[src/rtl/pcm_2_pdm.sv]
// PCM-to-PDM converter: pdm_clk divider, holding/current sample buffer and delta-sigma modulator.
// Define PCM_2_PDM_SECOND_ORDER_EN to build a second-order modulator instead of the first-order one.
module pcm_2_pdm #(
    parameter int PCM_W   = 16,
    parameter int CLK_DIV = 40,
    parameter int OSR     = 64
) (
    input  logic             clk,
    input  logic             rst,
    input  logic [PCM_W-1:0] pcm_data,
    input  logic             pcm_valid,
    output logic             pcm_ready,
    output logic             pdm_clk,
    output logic             pdm_data,
    output logic             pdm_en,
    output logic             underrun
);
    localparam int DIV_W = $clog2(CLK_DIV);
    localparam int OSR_W = $clog2(OSR);
    localparam logic [DIV_W-1:0] DIV_LAST = DIV_W'(CLK_DIV - 1);
    localparam logic [DIV_W-1:0] DIV_HALF = DIV_W'(CLK_DIV / 2);
    localparam logic [OSR_W-1:0] OSR_LAST = OSR_W'(OSR - 1);

    logic [DIV_W-1:0] div_cnt;
    logic [DIV_W-1:0] div_next;
    logic [OSR_W-1:0] bit_cnt;
    logic             bit_tick;
    logic             frame_start;
    logic             accept;
    logic             load_now;
    logic             en_next;
    logic             hold_full;
    logic [PCM_W-1:0] hold_reg;
    logic [PCM_W-1:0] cur_reg;
    logic [PCM_W-1:0] sample_now;

    // The bit tick is the cycle on which the divider wraps, i.e. the pdm_clk falling edge.
    assign bit_tick    = (div_cnt == DIV_LAST);
    assign div_next    = bit_tick ? '0 : div_cnt + DIV_W'(1);
    assign frame_start = bit_tick && (bit_cnt == '0);
    assign pcm_ready   = !hold_full;
    assign accept      = pcm_valid && !hold_full;
    assign load_now    = frame_start && (hold_full || accept);
    assign en_next     = pdm_en || load_now;

    always_ff @(posedge clk or negedge rst) begin
        if (!rst) begin
            div_cnt <= '0;
            pdm_clk <= 1'b0;
            bit_cnt <= '0;
        end else begin
            div_cnt <= div_next;
            pdm_clk <= (div_next >= DIV_HALF);
            if (bit_tick)
                bit_cnt <= (bit_cnt == OSR_LAST) ? '0 : bit_cnt + OSR_W'(1);
        end
    end

    // Sample the modulator uses on this tick: a frame start may bring in a fresh sample.
    always_comb begin
        sample_now = cur_reg;
        if (frame_start) begin
            if (hold_full)
                sample_now = hold_reg;
            else if (accept)
                sample_now = pcm_data;
        end
    end

    always_ff @(posedge clk or negedge rst) begin
        if (!rst) begin
            hold_full <= 1'b0;
            hold_reg  <= '0;
            cur_reg   <= '0;
            underrun  <= 1'b0;
            pdm_en    <= 1'b0;
        end else begin
            underrun <= frame_start && !hold_full && !accept;
            pdm_en   <= en_next;
            if (frame_start) begin
                cur_reg   <= sample_now;
                hold_full <= 1'b0;
            end else if (accept) begin
                hold_reg  <= pcm_data;
                hold_full <= 1'b1;
            end
        end
    end

`ifdef PCM_2_PDM_SECOND_ORDER_EN
    localparam int INT_W = PCM_W + 4;
    localparam logic signed [INT_W-1:0] FB_POS = INT_W'(2 ** (PCM_W - 1));

    logic signed [INT_W-1:0] i1;
    logic signed [INT_W-1:0] i2;
    logic signed [INT_W-1:0] i1_next;
    logic signed [INT_W-1:0] i2_next;
    logic signed [INT_W-1:0] fb;
    logic signed [INT_W-1:0] pcm_ext;

    assign pcm_ext = {{4{sample_now[PCM_W-1]}}, sample_now};
    assign fb      = pdm_data ? FB_POS : -FB_POS;
    assign i1_next = i1 + pcm_ext - fb;
    assign i2_next = i2 + i1_next - fb;

    always_ff @(posedge clk or negedge rst) begin
        if (!rst) begin
            i1       <= '0;
            i2       <= '0;
            pdm_data <= 1'b0;
        end else if (bit_tick && en_next) begin
            i1       <= i1_next;
            i2       <= i2_next;
            pdm_data <= !i2_next[INT_W-1];
        end
    end
`else
    logic [PCM_W-1:0] acc;
    logic [PCM_W-1:0] u;
    logic [PCM_W:0]   acc_next;

    // Offset-binary sample; the accumulator carry is the output bit.
    assign u        = {~sample_now[PCM_W-1], sample_now[PCM_W-2:0]};
    assign acc_next = {1'b0, acc} + {1'b0, u};

    always_ff @(posedge clk or negedge rst) begin
        if (!rst) begin
            acc      <= '0;
            pdm_data <= 1'b0;
        end else if (bit_tick && en_next) begin
            acc      <= acc_next[PCM_W-1:0];
            pdm_data <= acc_next[PCM_W];
        end
    end
`endif

endmodule

[config.mk]
export PLATFORM = sky130hd
export DESIGN_NAME = pcm_2_pdm
export DESIGN_NICKNAME = d
export VERILOG_FILES = /design/src/rtl/pcm_2_pdm.sv
export SDC_FILE = /design/constraint.sdc
export NUM_CORES = 1
export LEC_CHECK = 0
export CAP_MARGIN = 25
export CORE_AREA = 4 4 97 99
export DETAILED_ROUTE_END_ITERATION = 8
export DIE_AREA = 0 0 101 103
export PLACE_DENSITY = 0.7
export SETUP_SLACK_MARGIN = 0.05
export SLEW_MARGIN = 20
export SYNTH_ARGS = -nofsm -noshare
export SYNTH_HDL_FRONTEND = slang
export SYNTH_SLANG_ARGS = --single-unit
[constraint.sdc]
create_clock -name clk -period 4.3 [get_ports clk]
set_clock_uncertainty 0.2 [all_clocks]
set_input_delay 0.43 -clock clk [delete_from_list [all_inputs] [get_ports clk]]
set_output_delay 0.43 -clock clk [all_outputs]
set_load 0.02 [all_outputs]
==> qor.yml <==
critical_path:
  ff2ff_setup_slack_ns: 0.43
  crit_arrival_ns: 3.90
  end_kind: "flip-flop"
  crit_cells: 13
  start_kind: "flip-flop"
  regToRegStartpoint: "div_cnt[0]$_DFF_PN0_"
  r2r_end: "acc[14]$_DFFE_PN0P_"
  slowest_delay_ns: 0.40
  reg2reg_depth: 13
  cp.required_ns: 4.33
  crit_chain: "ha_1 -> nand2_1 -> nor4b_4 -> nand3_2 -> buf_4 -> o21ai_0 -> ha_1 -> a21oi_1 -> o211ai_1 -> and3_1 -> a311oi_1 -> xor2_1 -> o21ai_0"
  crit_buf_inv: 1
  crit_type: "reg -> reg"
  cp_max_fo: 12
  crit_slowest_cell: "o21ai_0"
  path_delay_family: "compound AO/OA/AOI/OAI gates"
die:
  boundaryPins: 24
  start_util_pct: 43.9
  die_x_um: 101
  die_area_mm2: 0.0104
  die_h_um: 103
  core_mm2: 0.00855
  rows: 34
drt:
  routed_via_density: 5.69
  drc_errors: 0
  firstDrtPassIters: 4
  avgRoutedWirePerCell_um: 15.8
  antenna_left: 0
  num_vias: 2952
  drt_iter0_drc: 136
  routed_wl_um: 8210
layout:
  drive_gt1_share_pct: 11.9
  areaGrowthSynthToFinish_pct: 15.2
  fin_util_pct: 50.6
  diodes: 0
  layout_common_cells: "65 x dfrtp_1, 57 x o21ai_0, 33 x nand2_1"
  final_common_cell: "dfrtp_1"
  nets: 446
placed_design:
  hpwl_um: 5800
  io_buffers: 23
  place_congestion: 0.926
synth:
  synth_area_per_cell_um2: 9.81
  yosysUniqueCellTypes: 49
  synth.net_count: 423
  synth-edff-count: 0
  yosys.area.top_type: "dfrtp_1"
  synth_top_area_share_pct: 43.3
  syn_area_mm2: 0.00376
  seq_area_frac_synth_pct: 43.3
  ys_ff_latch: 65
  postSynthCellCount: 383
  ys_top_cells_by_area: "dfrtp_1 43%, o21ai_0 7.6%, ha_1 6.7%, mux2_4 4.0%, nand2_1 3.3%"
  yosys_warnings: 0
  ys.flop_type: "dfrtp_1"
  async_flop_share_pct: 100
sta:
  setup_viol: 0
  period_needed_ns: 3.87
  post-route-period-util_pct: 90.1
  drv_slew: 0
  timing_hold_violations_final: 0
  fmax_ghz: 0.258
  max_slew_margin_pct: 34.2
  worst_slew_pin_slew_ns: 0.987
  grt_setup_unrepaired: "no"
  finalSetupTns_ns: 0
global_routing:
  grt_pass1_vias: 2850
  grt_usage_pct: 17.0
  grt_pass1_wl_um: 13800
  antenna_found_initial: 0
  grt_max_degree: 34
  gr-total-overflow: 0
pwr:
  p_switching_w: 0.000478
  p_int_w: 0.00118
  power_density_mw_per_mm2: 383
  pwr-share-clk_pct: 35.8
  peakVddDrop_uv: 139
  swShare_pct: 28.8
  seqPwrFrac_pct: 42.6
  power_leakage_nw: 1.83
  combPwrFrac_pct: 21.6
flow_run:
  drv_cap: 0
clock_network:
  htree_levels: 3
  cts.path.max_buffers: 2
  cts_tree: "built"
  cts_buffers: 9
  postCtsSetupRepairBufs: 0
  cts_num_sinks: 65
  clkTransAtPathRegs_ns: 0.08
  clk_latency_ns: 0.35
  root_buffer: "clkbuf_8"
min_path:
  hold_path_startpoint: "pdm_data$_DFFE_PN0P_"
  hold_path_class: "reg -> reg"
  whs_endpoint: "pdm_data$_DFFE_PN0P_"
  hold_depth: 2
run_status:
  status: "finished, final reports clean"
[power by group through the flow]
stage	Sequential, W	Combinational [W]	Clock, W
4_1_cts	0.000705	0.000358	0.000610
3_5_place_dp	0.000716	0.000355	0
2_1_floorplan	0.000706	0.000265	0
3_3_place_gp	0.000714	0.000349	0
6_report	0.000705	0.000359	0.000593
5_1_grt	0.000712	0.000403	0.000634
[through the flow]
stage | worst slack [ns] | cells | power [W] | cell area (µm²) | hold slack, ns
after detailed placement | 0.465 | 502 | 0.00107 | 4090 | 0.274
final | 0.428 | 519 | 0.00166 | 4330 | 0.288
after floorplan | 0.691 | 383 | 0.000971 | 3760 | -0.0656
after CTS | 0.432 | 519 | 0.00167 | 4330 | 0.291
after global routing | 0.111 | 519 | 0.00175 | 4330 | 0.308
after global placement | 0.531 | 502 | 0.00106 | 4090 | 0.262
[logic make-up after synthesis]
logic type	Yosys count	share of synthesized area (%)
AND/OR/NAND/NOR	97	13.6
multiplexers	18	6.36
buffers and inverters	31	3.63
flip-flops	65	43.3
XOR/XNOR	17	3.96
adder cells (fa/ha/maj)	21	7.20
AO/OA/AOI/OAI	134	22.0
[cell usage after synthesis, types with 3 or more instances]
cell and number:
mux2_4 10, nand2b_1 7, o21a_1 3, nand2_1 33, nand3_1 11, a31oi_1 14
inv_1 10, dfrtp_1 65, ha_1 20, o21ai_0 57, buf_2 3, and3_1 4
nor2_1 13, a211oi_1 3, o211ai_1 5, a22oi_1 14, a21o_1 3, nand4_1 5
clkbuf_1 15, a21oi_1 16, a221o_1 3, xnor2_1 9, nor2b_1 14, mux2_2 7
xor2_1 8
[tightest hold or removal path, stage by stage (launching register included)]
cell and delay, ns:
dfrtp_1 0.35, nand2_1 0.05, nand3_1 0.06
[worst max-delay path by stage]
stage	from	to
after floorplan	div_cnt[0]$_DFF_PN0_	acc[10]$_DFFE_PN0P_
after detailed placement	div_cnt[0]$_DFF_PN0_	acc[14]$_DFFE_PN0P_
after CTS	div_cnt[0]$_DFF_PN0_	acc[14]$_DFFE_PN0P_
after global routing	div_cnt[0]$_DFF_PN0_	acc[14]$_DFFE_PN0P_
final	div_cnt[0]$_DFF_PN0_	acc[14]$_DFFE_PN0P_
after global placement	div_cnt[0]$_DFF_PN0_	acc[14]$_DFFE_PN0P_
[layer usage]
layer / vias up / track usage, % / share of wire [%]
met5: - / 0 / 0
met4: 0 / 8.18 / 3.0
met3: 20 / 4.26 / 4.2
met2: 59 / 26.9 / 47
met1: 1426 / 21.7 / 45
li1: 1447 / - / -
[repair_timing]
| item | CTS | global route |
|---|---|---|
| gates resized for setup | 0 | 0 |
| hold buffers | 1 | 0 |
| setup endpoints to repair | 0 | 0 |
| endpoints found under the hold margin | 32 | 0 |
[cell type report]
class                   count  area (µm²)
fillers                   781        4220
repair buffers             33         303
clock inverters             6        91.3
inverters                  10        37.5
clock buffers              10         138
multi-input cells         287        2000
flip-flops and latches     65        1630
well taps                 108         135
No activity file was read; power rests on OpenSTA's default activity.
